File: src/rtl/cpu_pkg.sv
// cpu_pkg: shared types and constants for the 16-bit core front end.
//   CPU_ADDR_W / CPU_INSTR_W : default address and instruction widths
//   OPC_HLT                  : opcode (instr[15:12]) of the halt instruction
//   PC_STEP                  : byte increment between sequential fetches
//   fetch_state_t            : fetch-control FSM states
package cpu_pkg;

  localparam int         CPU_ADDR_W  = 16;
  localparam int         CPU_INSTR_W = 16;
  localparam logic [3:0] OPC_HLT     = 4'hF;
  localparam int         PC_STEP     = 2;

  typedef enum logic {
    FETCH   = 1'b0,
    STOPPED = 1'b1
  } fetch_state_t;

endpackage

File: src/rtl/fetch_queue.sv
// fetch_queue: DEPTH-entry circular buffer of W-bit words.
//   clk, rst_n  : clock, asynchronous active-low reset
//   clear       : empties the queue; takes priority over push and pop
//   push        : write push_data at the tail (ignored when full without a pop)
//   pop         : drop the head entry (ignored when empty)
//   head_data   : current head entry, meaningful only while count != 0
//   count       : number of valid entries
// DEPTH must be a power of two so the pointers wrap by plain overflow.
module fetch_queue #(
  parameter  int W     = 32,
  parameter  int DEPTH = 4,
  localparam int PTR_W = $clog2(DEPTH),
  localparam int CNT_W = $clog2(DEPTH + 1)
) (
  input  logic             clk,
  input  logic             rst_n,
  input  logic             clear,
  input  logic             push,
  input  logic [W-1:0]     push_data,
  input  logic             pop,
  output logic [W-1:0]     head_data,
  output logic [CNT_W-1:0] count
);

  logic [W-1:0]     mem [DEPTH];
  logic [PTR_W-1:0] wr_ptr;
  logic [PTR_W-1:0] rd_ptr;
  logic             full;
  logic             empty;
  logic             do_push;
  logic             do_pop;

  assign full    = (count == CNT_W'(DEPTH));
  assign empty   = (count == '0);
  assign do_pop  = pop && !empty;
  // A full queue can still take a push in the cycle its head leaves.
  assign do_push = push && (!full || do_pop);

  // NOTE: non-blocking assignments here so every register sees pre-edge values, independent of statement order.
  always_ff @(posedge clk or negedge rst_n) begin
    if (!rst_n) begin
      wr_ptr <= '0;
      rd_ptr <= '0;
      count  <= '0;
    end else if (clear) begin
      wr_ptr <= '0;
      rd_ptr <= '0;
      count  <= '0;
    end else begin
      if (do_push) wr_ptr <= wr_ptr + PTR_W'(1);
      if (do_pop)  rd_ptr <= rd_ptr + PTR_W'(1);
      case ({do_push, do_pop})
        2'b10:   count <= count + CNT_W'(1);
        2'b01:   count <= count - CNT_W'(1);
        default: count <= count;
      endcase
    end
  end

  // NOTE: the storage array has no reset; an entry is only read once count says it holds data.
  always_ff @(posedge clk) begin
    if (do_push) mem[wr_ptr] <= push_data;
  end

  assign head_data = mem[rd_ptr];

endmodule

File: src/rtl/fetch_prefetch_unit.sv
// fetch_prefetch_unit: instruction-fetch stage with a DEPTH-entry prefetch queue.
//   clk, rst_n                     : clock, asynchronous active-low reset
//   imem_req_valid/ready/addr      : in-order fetch requests to instruction memory
//   imem_rsp_valid/data            : in-order responses (never back-pressured)
//   instr_valid/ready, instr, instr_pc : queue head handed to decode
//   redirect_valid, redirect_pc    : flush queued and in-flight fetches, restart at redirect_pc
//   halt_i                         : level, stops new requests
//   fetch_stopped                  : FSM is in STOPPED
// Build option: define FETCH_HLT_DETECT_EN to stop fetching once an OPC_HLT instruction
// is queued; fetch then resumes only on redirect_valid.
module fetch_prefetch_unit
  import cpu_pkg::*;
#(
  parameter int                ADDR_W   = CPU_ADDR_W,
  parameter int                INSTR_W  = CPU_INSTR_W,
  parameter int                DEPTH    = 4,
  parameter logic [ADDR_W-1:0] RESET_PC = '0
) (
  input  logic               clk,
  input  logic               rst_n,
  output logic               imem_req_valid,
  input  logic               imem_req_ready,
  output logic [ADDR_W-1:0]  imem_req_addr,
  input  logic               imem_rsp_valid,
  input  logic [INSTR_W-1:0] imem_rsp_data,
  output logic               instr_valid,
  input  logic               instr_ready,
  output logic [INSTR_W-1:0] instr,
  output logic [ADDR_W-1:0]  instr_pc,
  input  logic               redirect_valid,
  input  logic [ADDR_W-1:0]  redirect_pc,
  input  logic               halt_i,
  output logic               fetch_stopped
);

  localparam int PTR_W = $clog2(DEPTH);
  localparam int CNT_W = $clog2(DEPTH + 1);
  localparam int ENT_W = ADDR_W + INSTR_W;

  fetch_state_t      state_q, state_d;
  logic [ADDR_W-1:0] fetch_pc_q, fetch_pc_d;
  logic [CNT_W-1:0]  outstanding_q, outstanding_d;
  logic [CNT_W-1:0]  drop_q, drop_d;
  logic [CNT_W-1:0]  q_count;
  logic [CNT_W:0]    in_use;
  logic [ENT_W-1:0]  q_head;
  logic              credit_ok;
  logic              req_fire;
  logic              rsp_ret;
  logic              rsp_keep;
  logic              hlt_seen;
  logic              hlt_stop;

  // PCs of live (not-to-be-dropped) requests, written when the request is accepted.
  logic [ADDR_W-1:0] tag_mem [DEPTH];
  logic [PTR_W-1:0]  tag_wr_ptr;
  logic [PTR_W-1:0]  tag_rd_ptr;

  // Queued plus in-flight entries may never exceed the queue size, so every
  // response has a free slot waiting for it.
  assign in_use    = {1'b0, q_count} + {1'b0, outstanding_q};
  assign credit_ok = in_use < (CNT_W + 1)'(DEPTH);

  // rst_n gates the request so nothing is offered while reset is held.
  assign imem_req_valid = rst_n && (state_q == FETCH) && credit_ok && !redirect_valid;
  assign imem_req_addr  = fetch_pc_q;
  assign req_fire       = imem_req_valid && imem_req_ready;

  // A response only counts against an outstanding request; anything arriving
  // during a redirect or while stale requests remain is discarded.
  assign rsp_ret  = imem_rsp_valid && (outstanding_q != '0);
  assign rsp_keep = rsp_ret && (drop_q == '0) && !redirect_valid;

`ifdef FETCH_HLT_DETECT_EN
  assign hlt_seen = rsp_keep && (imem_rsp_data[INSTR_W-1 -: 4] == OPC_HLT);

  always_ff @(posedge clk or negedge rst_n) begin
    if (!rst_n)              hlt_stop <= 1'b0;
    else if (redirect_valid) hlt_stop <= 1'b0;
    else if (hlt_seen)       hlt_stop <= 1'b1;
  end
`else
  assign hlt_seen = 1'b0;
  assign hlt_stop = 1'b0;
`endif

  // NOTE: every variable of this block is given a default first, so no path can infer a latch.
  always_comb begin
    state_d       = state_q;
    fetch_pc_d    = fetch_pc_q;
    outstanding_d = outstanding_q;
    drop_d        = drop_q;

    if (req_fire && !rsp_ret)      outstanding_d = outstanding_q + CNT_W'(1);
    else if (!req_fire && rsp_ret) outstanding_d = outstanding_q - CNT_W'(1);

    if (redirect_valid) begin
      fetch_pc_d = redirect_pc & ~ADDR_W'(1);
      // Everything still in flight after this cycle belongs to the old stream.
      drop_d     = outstanding_d;
    end else begin
      if (req_fire) fetch_pc_d = fetch_pc_q + ADDR_W'(PC_STEP);
      if (rsp_ret && (drop_q != '0)) drop_d = drop_q - CNT_W'(1);
    end

    case (state_q)
      FETCH: begin
        if (halt_i || hlt_seen) state_d = STOPPED;
      end
      STOPPED: begin
        if (redirect_valid || (!halt_i && !hlt_stop)) state_d = FETCH;
      end
      default: state_d = FETCH;
    endcase
  end

  always_ff @(posedge clk or negedge rst_n) begin
    if (!rst_n) begin
      state_q       <= FETCH;
      fetch_pc_q    <= RESET_PC;
      outstanding_q <= '0;
      drop_q        <= '0;
      tag_wr_ptr    <= '0;
      tag_rd_ptr    <= '0;
    end else begin
      state_q       <= state_d;
      fetch_pc_q    <= fetch_pc_d;
      outstanding_q <= outstanding_d;
      drop_q        <= drop_d;
      if (redirect_valid) begin
        tag_wr_ptr <= '0;
        tag_rd_ptr <= '0;
      end else begin
        if (req_fire) tag_wr_ptr <= tag_wr_ptr + PTR_W'(1);
        if (rsp_keep) tag_rd_ptr <= tag_rd_ptr + PTR_W'(1);
      end
    end
  end

  always_ff @(posedge clk) begin
    if (req_fire) tag_mem[tag_wr_ptr] <= fetch_pc_q;
  end

  fetch_queue #(
    .W     (ENT_W),
    .DEPTH (DEPTH)
  ) u_queue (
    .clk       (clk),
    .rst_n     (rst_n),
    .clear     (redirect_valid),
    .push      (rsp_keep),
    .push_data ({tag_mem[tag_rd_ptr], imem_rsp_data}),
    .pop       (instr_valid && instr_ready),
    .head_data (q_head),
    .count     (q_count)
  );

  // Outputs are forced to zero while the queue is empty so stale storage never leaks out.
  assign instr_valid   = (q_count != '0);
  assign instr         = instr_valid ? q_head[INSTR_W-1:0]     : '0;
  assign instr_pc      = instr_valid ? q_head[ENT_W-1:INSTR_W] : '0;
  assign fetch_stopped = (state_q == STOPPED);

endmodule

File: config.mk
export PLATFORM = sky130hd
export DESIGN_NAME = fetch_prefetch_unit
export DESIGN_NICKNAME = d
export VERILOG_FILES = /design/src/rtl/cpu_pkg.sv /design/src/rtl/fetch_queue.sv /design/src/rtl/fetch_prefetch_unit.sv
export SDC_FILE = /design/constraint.sdc
export NUM_CORES = 1
export LEC_CHECK = 0
export ABC_AREA = 1
export CAP_MARGIN = 5
export CORE_ASPECT_RATIO = 1.2
export CORE_MARGIN = 3
export CORE_UTILIZATION = 52
export CTS_CLUSTER_SIZE = 10
export DETAILED_ROUTE_END_ITERATION = 8
export GPL_ROUTABILITY_DRIVEN = 0
export PLACE_DENSITY = 0.76
export SETUP_SLACK_MARGIN = 0.5
export SLEW_MARGIN = 30
export SYNTH_ARGS = -nofsm -noshare
export SYNTH_HDL_FRONTEND = slang
export SYNTH_SLANG_ARGS = --single-unit
File: constraint.sdc
create_clock -name clk -period 8.7 [get_ports clk]
set_clock_uncertainty 0.15 [all_clocks]
set_input_delay 0.87 -clock clk [delete_from_list [all_inputs] [get_ports clk]]
set_output_delay 0.87 -clock clk [all_outputs]
set_load 0.02 [all_outputs]
==> impl_metrics.json, run 1 <==
{
  "synth.area.mux_share_pct": 0,
  "start_kind": "flop",
  "final_antenna_net_count": 0,
  "maxSlewViolCount": 0,
  "n_antenna_cell": 0,
  "initial_utilization_pct": 53.7,
  "fmax_mhz": 253,
  "ys_types": 33,
  "path_max_fanout": 32,
  "hold_class": "in2async",
  "grt_pass1_wl_um": 27500,
  "maxSlewHeadroom_pct": 39.3,
  "grt_max_degree": 64,
  "tightest_slew_ns": 0.908,
  "clock_sinks": 217,
  "final_net_count": 951,
  "cpPeakStageDelay_ns": 0.66,
  "power_mw": 2.94,
  "hold_violations": 0,
  "mostFrequentLayoutCell": "edfxtp_1",
  "setup_violations": 0,
  "fin_ws_ns": 4.74,
  "post_cts_buffers": 0,
  "fin_crit_sh_pct": 45.5,
  "wl_um": 17200,
  "power_density_nw_per_um2": 268,
  "grt_setup_unrepaired": "no",
  "synth-xor-area-share_pct": 1.05,
  "nFillCells": 1290,
  "path_cells": "buf_4 > inv_1 > buf_4 > nor2_1 > o21ai_0 > a21oi_1 > clkdlybuf4s50_1",
  "r2r_setup_slack_ns": 5.58,
  "clk_pin_slew_ns": 0.05,
  "run_status": "complete, no violations",
  "power.leakage_nw": 3.99,
  "grt_pass1_vias": 5771,
  "drive_above_1_share_pct": 6.79,
  "holdBufCountCts": 0,
  "synth_cells": 803,
  "ir_drop_v": 0.000135,
  "ys_ff_latch": 217,
  "wl_per_cell_um": 15.2,
  "numPortBuffers": 86,
  "area_delta_synth_final_pct": 19.6,
  "yosysSeqAreaShare_pct": 69.4,
  "cts_tree": "built",
  "avgViaCountPerCell": 5.27,
  "synth_area_sq_um": 9150,
  "core_area_sq_um": 17000,
  "critical_path_class": "reg2out",
  "die_w_um": 127,
  "avgSynthCellArea_sq_um": 11.4,
  "synth_top_family_by_area": "simple AND/OR/NAND/NOR gates",
  "fp.dieH_um": 151,
  "cts_buffer_depth": 3,
  "row_count": 52,
  "crit_arrival_ns": 2.94,
  "dr.pass1.iters": 6,
  "synth-compound-area-share_pct": 9.84,
  "crit_required_ns": 7.68,
  "vias": 5952,
  "dpl.hpwl_um": 10300,
  "drv_cap": 0,
  "cts_buffers": 25,
  "clk_latency_ns": 0.50,
  "worst_path_max_delay_cell": "clkdlybuf4s50_1",
  "layout_common_cells": "edfxtp_1 (184), nor2_1 (171), o21ai_0 (97)",
  "overflow": 0,
  "final_util_pct": 64.2,
  "grtUsageTotal_pct": 17.9,
  "fin_crit_ns": 3.96,
  "fin_hold_ws_ns": 0.245,
  "cpMostUsedCell": "buf_4",
  "drtIter0Drc": 305,
  "cp-end-kind": "output pin",
  "drc": 0,
  "cts-resized-gates": 0,
  "fin_tns_setup_ns": 0,
  "dp_slack_ns": 4.65,
  "die-area_sq_um": 19200,
  "ys_warn_count": 0,
  "synthSimpleGateAreaFrac_pct": 13.5,
  "io_pins": 90,
  "synthAdderAreaFrac_pct": 2.41,
  "htreeDepth": 1,
  "cts-root-buf": "clkbuf_16",
  "antenna_found_initial": 0
}
sequential cells by signal (all words and copies together) (netlist names), 3 cells and up:
| signal | cells |
|---|---|
| u_queue.count | 3 |
| drop_q | 3 |
| tag_mem | 60 |
| imem_req_addr | 15 |
| u_queue.mem | 124 |
| outstanding_q | 3 |
kinds of logic after synthesis:
family,Yosys count
AO/OA/AOI/OAI,170
AND/OR/NAND/NOR,300
XOR/XNOR,11
flip-flops,217
adder cells (fa/ha/maj),17
buffers and inverters,87
other,1
layer usage:
layer	share of wire, %	track usage (%)	up-vias
met5	0	0	-
met4	1.6	6.33	0
met3	5.2	2.47	23
met2	52	32.9	176
met1	41	21.7	2784
li1	-	-	2969
through the flow:
| stage | cells | area [sq um] |
|---|---|---|
| after floorplan | 804 | 9160 |
| after global placement | 1084 | 10200 |
| after detailed placement | 1084 | 10200 |
| after CTS | 1129 | 10900 |
| after global routing | 1129 | 10900 |
| final | 1129 | 10900 |
final timing paths:
check,cells after the start,start,to
worst max-delay path,7,u_queue.rd_ptr[1],instr_pc[5]
worst min-delay path,2,rst_n,imem_req_addr[3]
worst max register to register,9,outstanding_q[0],u_queue.mem[3][28]
worst min register to register,1,fetch_stopped,fetch_stopped
max in group asynchronous,2,rst_n,u_queue.rd_ptr[0]
min in group clk,1,fetch_stopped,fetch_stopped
worst max-delay path, delay by kind of cell, from the launching register on:
kind                   cells  cell delay [ns]
AO/OA/AOI/OAI              2             0.36
buffers and inverters      4             1.63
flip-flops                 1             0.32
AND/OR/NAND/NOR            1             0.13
layout make-up:
cell class / count / area (sq um) / share of cell area [%]
multi-input combinational: 500 / 2470 / 22.6
sequential: 217 / 6350 / 58.0
timing repair buffer: 100 / 961 / 8.78
clock buffer: 44 / 697 / 6.37
tap: 216 / 270 / 2.47
inverter: 51 / 193 / 1.76
clock inverter: 1 / 3.75 / 0.0343
cell usage after synthesis (all sizes together):
cell | count | area share (%)
edfxtp | 184 | 60
nor2 | 181 | 7.7
o21ai | 105 | 5.7
nand2 | 80 | 3.4
inv | 51 | 2.1
a21oi | 37 | 2.0
nand3 | 35 | 2.1
dfrtp | 33 | 9.0
clkbuf | 23 | 0.94
ha | 16 | 2.2
o22ai | 15 | 1.0
buf | 13 | 0.72
o211ai | 10 | 0.82
xor2 | 6 | 0.57
xnor2 | 5 | 0.48
nor3 | 2 | 0.11
a21boi | 1 | 0.082
a31oi | 1 | 0.068
and2 | 1 | 0.068
conb | 1 | 0.041
fa | 1 | 0.22
nand4 | 1 | 0.068
o31ai | 1 | 0.082
power by group:
group | internal (mW) | leakage [nW] | switching, mW | total, mW
registers | 1.21 | 2.07 | 0.0569 | 1.27
clock network | 0.535 | 0.332 | 0.349 | 0.884
logic | 0.306 | 1.59 | 0.476 | 0.782
total | 2.05 | 3.99 | 0.882 | 2.94
(Power assumes the default switching activity.)
==> run 2, diff against run 1 <==
--- a/config.mk
+++ b/config.mk
@@ -9,11 +9,11 @@
 export CAP_MARGIN = 5
 export CORE_ASPECT_RATIO = 1.2
 export CORE_MARGIN = 3
-export CORE_UTILIZATION = 52
+export CORE_UTILIZATION = 51
 export CTS_CLUSTER_SIZE = 10
 export DETAILED_ROUTE_END_ITERATION = 8
 export GPL_ROUTABILITY_DRIVEN = 0
-export PLACE_DENSITY = 0.76
+export PLACE_DENSITY = 0.77
 export SETUP_SLACK_MARGIN = 0.5
 export SLEW_MARGIN = 30
 export SYNTH_ARGS = -nofsm -noshare
==> constraint.sdc (replaced) <==
create_clock -name clk -period 3.2 [get_ports clk]
set_clock_uncertainty 0.15 [all_clocks]
set_input_delay 0.32 -clock clk [delete_from_list [all_inputs] [get_ports clk]]
set_output_delay 0.32 -clock clk [all_outputs]
set_load 0.02 [all_outputs]
==> run 2 against run 1 <==
Design area grew 1.9%. Flip-flop and latch count unchanged. Via count up 4.7%. Clock power rose to 2.8 times the previous value. Critical path depth fell by 1. Final cell count up 1.9%.
==> impl_metrics.json, run 2 (synthesis gave the netlist of run 1 again) <==
{
  "swShare_pct": 31.1,
  "fp.dieH_um": 153,
  "start_kind": "flop",
  "vias": 6229,
  "fin_tns_setup_ns": 0,
  "largest_register_ffs": 124,
  "p_switching_mw": 2.50,
  "die_w_um": 128,
  "grt_setup_unrepaired": "yes",
  "drtIter0Drc": 404,
  "clkPwrFrac_pct": 30.3,
  "dr.pass1.iters": 5,
  "ir_drop_v": 0.000364,
  "wl_um": 19000,
  "drv_cap": 0,
  "r2r_start": "outstanding_q[0]",
  "avgViaCountPerCell": 5.42,
  "antenna_found_initial": 0,
  "drive_above_1_share_pct": 8.92,
  "fin_ws_ns": 0.598,
  "final_net_count": 969,
  "wl_per_cell_um": 16.5,
  "clock_sinks": 217,
  "initial_utilization_pct": 52.1,
  "htreeDepth": 1,
  "power_mw": 8.04,
  "cts_tree": "built",
  "mostFrequentLayoutCell": "edfxtp_1",
  "cts-root-buf": "clkbuf_16",
  "fin_crit_sh_pct": 81.3,
  "p_int_mw": 5.54,
  "crit_required_ns": 2.73,
  "grt_pass1_wl_um": 30700,
  "io_pins": 90,
  "fmax_mhz": 384,
  "layout_common_cells": "edfxtp_1 (184), nor2_1 (171), o21ai_0 (97)",
  "cts_buffers": 25,
  "seq_power_share_pct": 43.0,
  "hold_path_startpoint": "halt_i",
  "maxSlewHeadroom_pct": 41.3,
  "row_count": 53,
  "n_antenna_cell": 0,
  "postPlaceCellArea_sq_um": 10400,
  "core_area_sq_um": 17600,
  "clk_pin_slew_ns": 0.05,
  "grtUsageTotal_pct": 19.4,
  "fin_crit_ns": 2.60,
  "fin_area_sq_um": 11200,
  "p_comb_share_pct": 26.7,
  "cp-end-kind": "output pin",
  "drc": 0,
  "grt_pass1_vias": 6271,
  "path_max_fanout": 31,
  "clk_latency_ns": 0.50,
  "numPortBuffers": 86,
  "power.leakage_nw": 4.20,
  "critical_path_class": "reg2out",
  "crit_arrival_ns": 2.13,
  "grt_max_degree": 33,
  "final_antenna_net_count": 0,
  "maxSlewViolCount": 0,
  "crit_start": "u_queue.rd_ptr[0]",
  "die-area_sq_um": 19600,
  "hold_class": "in2reg",
  "area_delta_synth_final_pct": 21.9,
  "tightest_slew_ns": 0.880,
  "nFillCells": 1321,
  "dpl.hpwl_um": 11500,
  "power_density_nw_per_um2": 721,
  "run_status": "complete, no violations",
  "largest_register": "u_queue.mem",
  "setup_violations": 0,
  "hold_violations": 0,
  "r2r_setup_slack_ns": 0.62,
  "dp_slack_ns": 0.578,
  "overflow": 0,
  "cts_buffer_depth": 3
}
==> run 2: cell types whose count changed in the layout (fill, tap and decap cells not counted), sizes merged, moves of 2 or more <==
cell	previous run	this run
buf	15	30
dlygate4sd2	0	28
clkbuf	44	47
clkdlybuf4s50	85	53
clkinv	2	0
dlygate4sd3	0	2
==> run 2: worst paths after layout <==
| kind | endpoint | depth (start not counted) |
|---|---|---|
| worst max register to register | u_queue.count[2] | 14 |
| worst min-delay path | fetch_stopped | 2 |
| worst min register to register | fetch_stopped | 1 |
| worst max-delay path | instr_pc[11] | 6 |
| max in group asynchronous | u_queue.rd_ptr[0] | 3 |
| min in group asynchronous | imem_req_addr[4] | 3 |
==> run 2: area by class of cell <==
class                      instances  area (sq um)  share of cell area (%)
clock buffer                      44           697                    6.25
multi-input combinational        500          2480                    22.3
inverter                          51           200                    1.80
timing repair buffer             118          1140                    10.3
sequential                       217          6350                    57.0
tap                              220           275                    2.47
==> run 2: routing by layer <==
| metal | global-route usage, % | vias up | wire, um |
|---|---|---|---|
| met3 | 2.28 | 31 | 1040 |
| li1 | - | 3010 | - |
| met4 | 6.57 | 0 | 391 |
| met5 | 0 | - | 0 |
| met1 | 23.5 | 2989 | 7370 |
| met2 | 35.6 | 199 | 10200 |
==> run 2: timing repair <==
| item | CTS | global route |
|---|---|---|
| hold buffers | 2 | 0 |
| cloned | 1 | 0 |
| setup endpoints to repair | 31 | 5 |
| gates resized for setup | 35 | 9 |
| buffers inserted | 1 | 2 |
| endpoints found under the hold margin | 12 | 0 |
==> run 2: critical path, stage by stage (launching register included) <==
cell           delay, ns
dfrtp_2             0.46
bufbuf_16           0.36
nor2_1              0.06
nor2_1              0.07
o21ai_0             0.08
a21oi_1             0.23
dlygate4sd2_1       0.36
==> run 2: power groups by stage <==
stage	combinational (mW)	clock, mW	sequential [mW]
floorplan	1.30	0	3.50
global placement	2.16	0	3.50
detailed placement	2.21	0	3.50
CTS	2.14	2.47	3.46
global route	2.38	2.59	3.48
finish	2.15	2.44	3.46
==> run 2: per-stage QoR <==
| stage | cells | util, % | hold WS, ns |
|---|---|---|---|
| floorplan | 804 | - | -0.126 |
| finish | 1150 | 63.5 | 0.235 |
| global placement | 1100 | 59.2 | 0.133 |
| global route | 1150 | 63.5 | 0.255 |
| detailed placement | 1100 | 59.2 | 0.135 |
| CTS | 1148 | 63.4 | 0.230 |
==> run 3, diff against run 2 <==
==> constraint.sdc (replaced) <==
create_clock -name clk -period 2.35 [get_ports clk]
set_clock_uncertainty 0.15 [all_clocks]
set_input_delay 0.235 -clock clk [delete_from_list [all_inputs] [get_ports clk]]
set_output_delay 0.235 -clock clk [all_outputs]
set_load 0.02 [all_outputs]
==> run 3 against run 2 <==
Via count increased by 5.2%. Setup slack worse by 0.64 ns. Register-to-register slack got worse by 0.66 ns. The flow now finishes with violations (negative setup slack). Non-clock buffer count rose by 59. First-iteration DRC count rose by 18%. Global-route usage increased by 0.92 points. Design area rose by 11%. Sequential share of layout area shrank 5.7 points.
==> impl_metrics.json, run 3 (synthesis gave the netlist of run 1 again) <==
{
  "run_status": "finished with violations",
  "violations": "negative setup slack",
  "grtUsageTotal_pct": 20.4,
  "r2r_cells": 11,
  "fin_tns_setup_ns": -0.484,
  "avgViaCountPerCell": 5.41,
  "path_max_fanout": 8,
  "dr.pass1.iters": 5,
  "mostFrequentLayoutCell": "edfxtp_1",
  "hold_violations": 0,
  "wl_um": 22300,
  "fin_hold_ws_ns": 0.113,
  "power_density_nw_per_um2": 965,
  "hold_class": "in2reg",
  "grt_pass1_wl_um": 31800,
  "r2r_start": "outstanding_q[2]",
  "start_kind": "flop",
  "hold_path_startpoint": "halt_i",
  "r2r-end": "u_queue.mem[1][26]",
  "final_antenna_net_count": 0,
  "layout_common_cells": "edfxtp_1 (184), nor2_1 (153), o21ai_0 (78)",
  "critical_path_class": "reg2reg",
  "vias": 6552,
  "cts_buffers": 25,
  "drv_cap": 0,
  "final_util_pct": 70.7,
  "nFillCells": 1098,
  "fin_ws_ns": -0.0401,
  "cts-root-buf": "clkbuf_16",
  "area_delta_synth_final_pct": 35.7,
  "cts_buffer_depth": 3,
  "n_antenna_cell": 0,
  "final_net_count": 1030,
  "core_area_sq_um": 17600,
  "hold-path-endpoint": "fetch_stopped",
  "fp.dieH_um": 153,
  "regArea_sq_um": 6360,
  "maxSlewViolCount": 0,
  "numPortBuffers": 86,
  "worst_path_max_delay_cell": "dfrtp_1",
  "setup_violations": 29,
  "wl_per_cell_um": 18.4,
  "drive_above_1_share_pct": 23.9,
  "row_count": 53,
  "r2r_setup_slack_ns": -0.04,
  "path_cells": "inv_1 > ha_4 > nor2_4 > nand2_2 > nor2_4 > buf_6 > nand2_8 > buf_12 > nor2_4 > buf_6 > buf_16",
  "crit_required_ns": 2.43,
  "holdPathStages": 2,
  "clock_sinks": 217,
  "grt_pass1_vias": 6343,
  "clk_latency_ns": 0.52,
  "grt_setup_unrepaired": "yes",
  "fmax_mhz": 418,
  "initial_utilization_pct": 52.1,
  "drc": 0,
  "fin_crit_ns": 2.39,
  "ir_drop_v": 0.000485,
  "cpPeakStageDelay_ns": 0.46,
  "drtIter0Drc": 476,
  "die-area_sq_um": 19600,
  "clk_pin_slew_ns": 0.06,
  "overflow": 0,
  "largest_register": "u_queue.mem",
  "cp_top_family": "buffers and inverters",
  "crit_arrival_ns": 2.47,
  "power_mw": 12.0,
  "cts_tree": "built",
  "antenna_found_initial": 0,
  "path_buf_inv": 5,
  "dpl.hpwl_um": 11300,
  "die_w_um": 128,
  "dp_slack_ns": -0.0785,
  "multi_input_area_sq_um": 2800,
  "cpMostUsedCell": "nor2_4",
  "fin_crit_sh_pct": 102,
  "grt_max_degree": 32,
  "cp-end-kind": "flop",
  "power.leakage_nw": 4.73,
  "largest_register_ffs": 124,
  "htreeDepth": 1,
  "io_pins": 90
}
-- run 3: cell types whose count changed in the layout (fill, tap and decap cells not counted), sizes merged, moves of 2 or more --
cell / previous run / this run
buf: 30 / 119
clkdlybuf4s50: 53 / 36
clkinv: 0 / 2
dlymetal6s2s: 1 / 8
dlygate4sd2: 28 / 8
-- run 3: worst max path at each step --
stage / from / end / slack [ns] / cells after the start
floorplan: outstanding_q[1] / u_queue.mem[0][0] / 0.06 / 8
CTS: u_queue.rd_ptr[0] / instr_pc[14] / 0.01 / 5
global placement: imem_rsp_valid / u_queue.count[2] / 0.01 / 13
finish: outstanding_q[2] / u_queue.mem[1][26] / -0.04 / 11
detailed placement: imem_rsp_valid / u_queue.count[2] / -0.08 / 13
global route: outstanding_q[1] / u_queue.count[2] / -0.11 / 15
-- run 3: per-stage QoR --
step                std cells  cell area, sq um
finish                   1212             12400
global placement         1107             10600
global route             1212             12400
detailed placement       1107             10600
CTS                      1176             11800
floorplan                 804              9250
-- run 3: per-layer routing --
metal  up-vias  share of wire [%]  GRT usage (%)
li1       3146                  -              -
met4         0                2.3           5.66
met1      3144                 37           24.6
met5         -                  0              0
met2       221                 55           37.8
met3        41                5.4           2.45
-- run 3: final cells by class --
class	instances	area share (%)
clock buffers	43	5.58
clock inverters	2	0.191
inverters	51	1.81
multi-input cells	501	22.5
flip-flops and latches	217	51.2
well taps	220	2.22
repair buffers	177	16.4
repair inverters	1	0.0705
-- run 3: repair_timing --
item                                    in CTS  in global routing
pin swaps                                    7                 28
hold buffers                                 1                  0
buffers inserted                            17                 29
resized for setup                          148                175
cloned                                       6                  7
endpoints found under the setup margin     317                313
endpoints found under the hold margin       33                  0
-- run 3: power by group --
group / switching (mW) / total (mW) / leakage (nW) / internal [mW]
clock network: 1.41 / 3.41 / 0.341 / 2.00
registers: 0.221 / 4.71 / 2.06 / 4.49
logic: 2.21 / 3.86 / 2.33 / 1.65
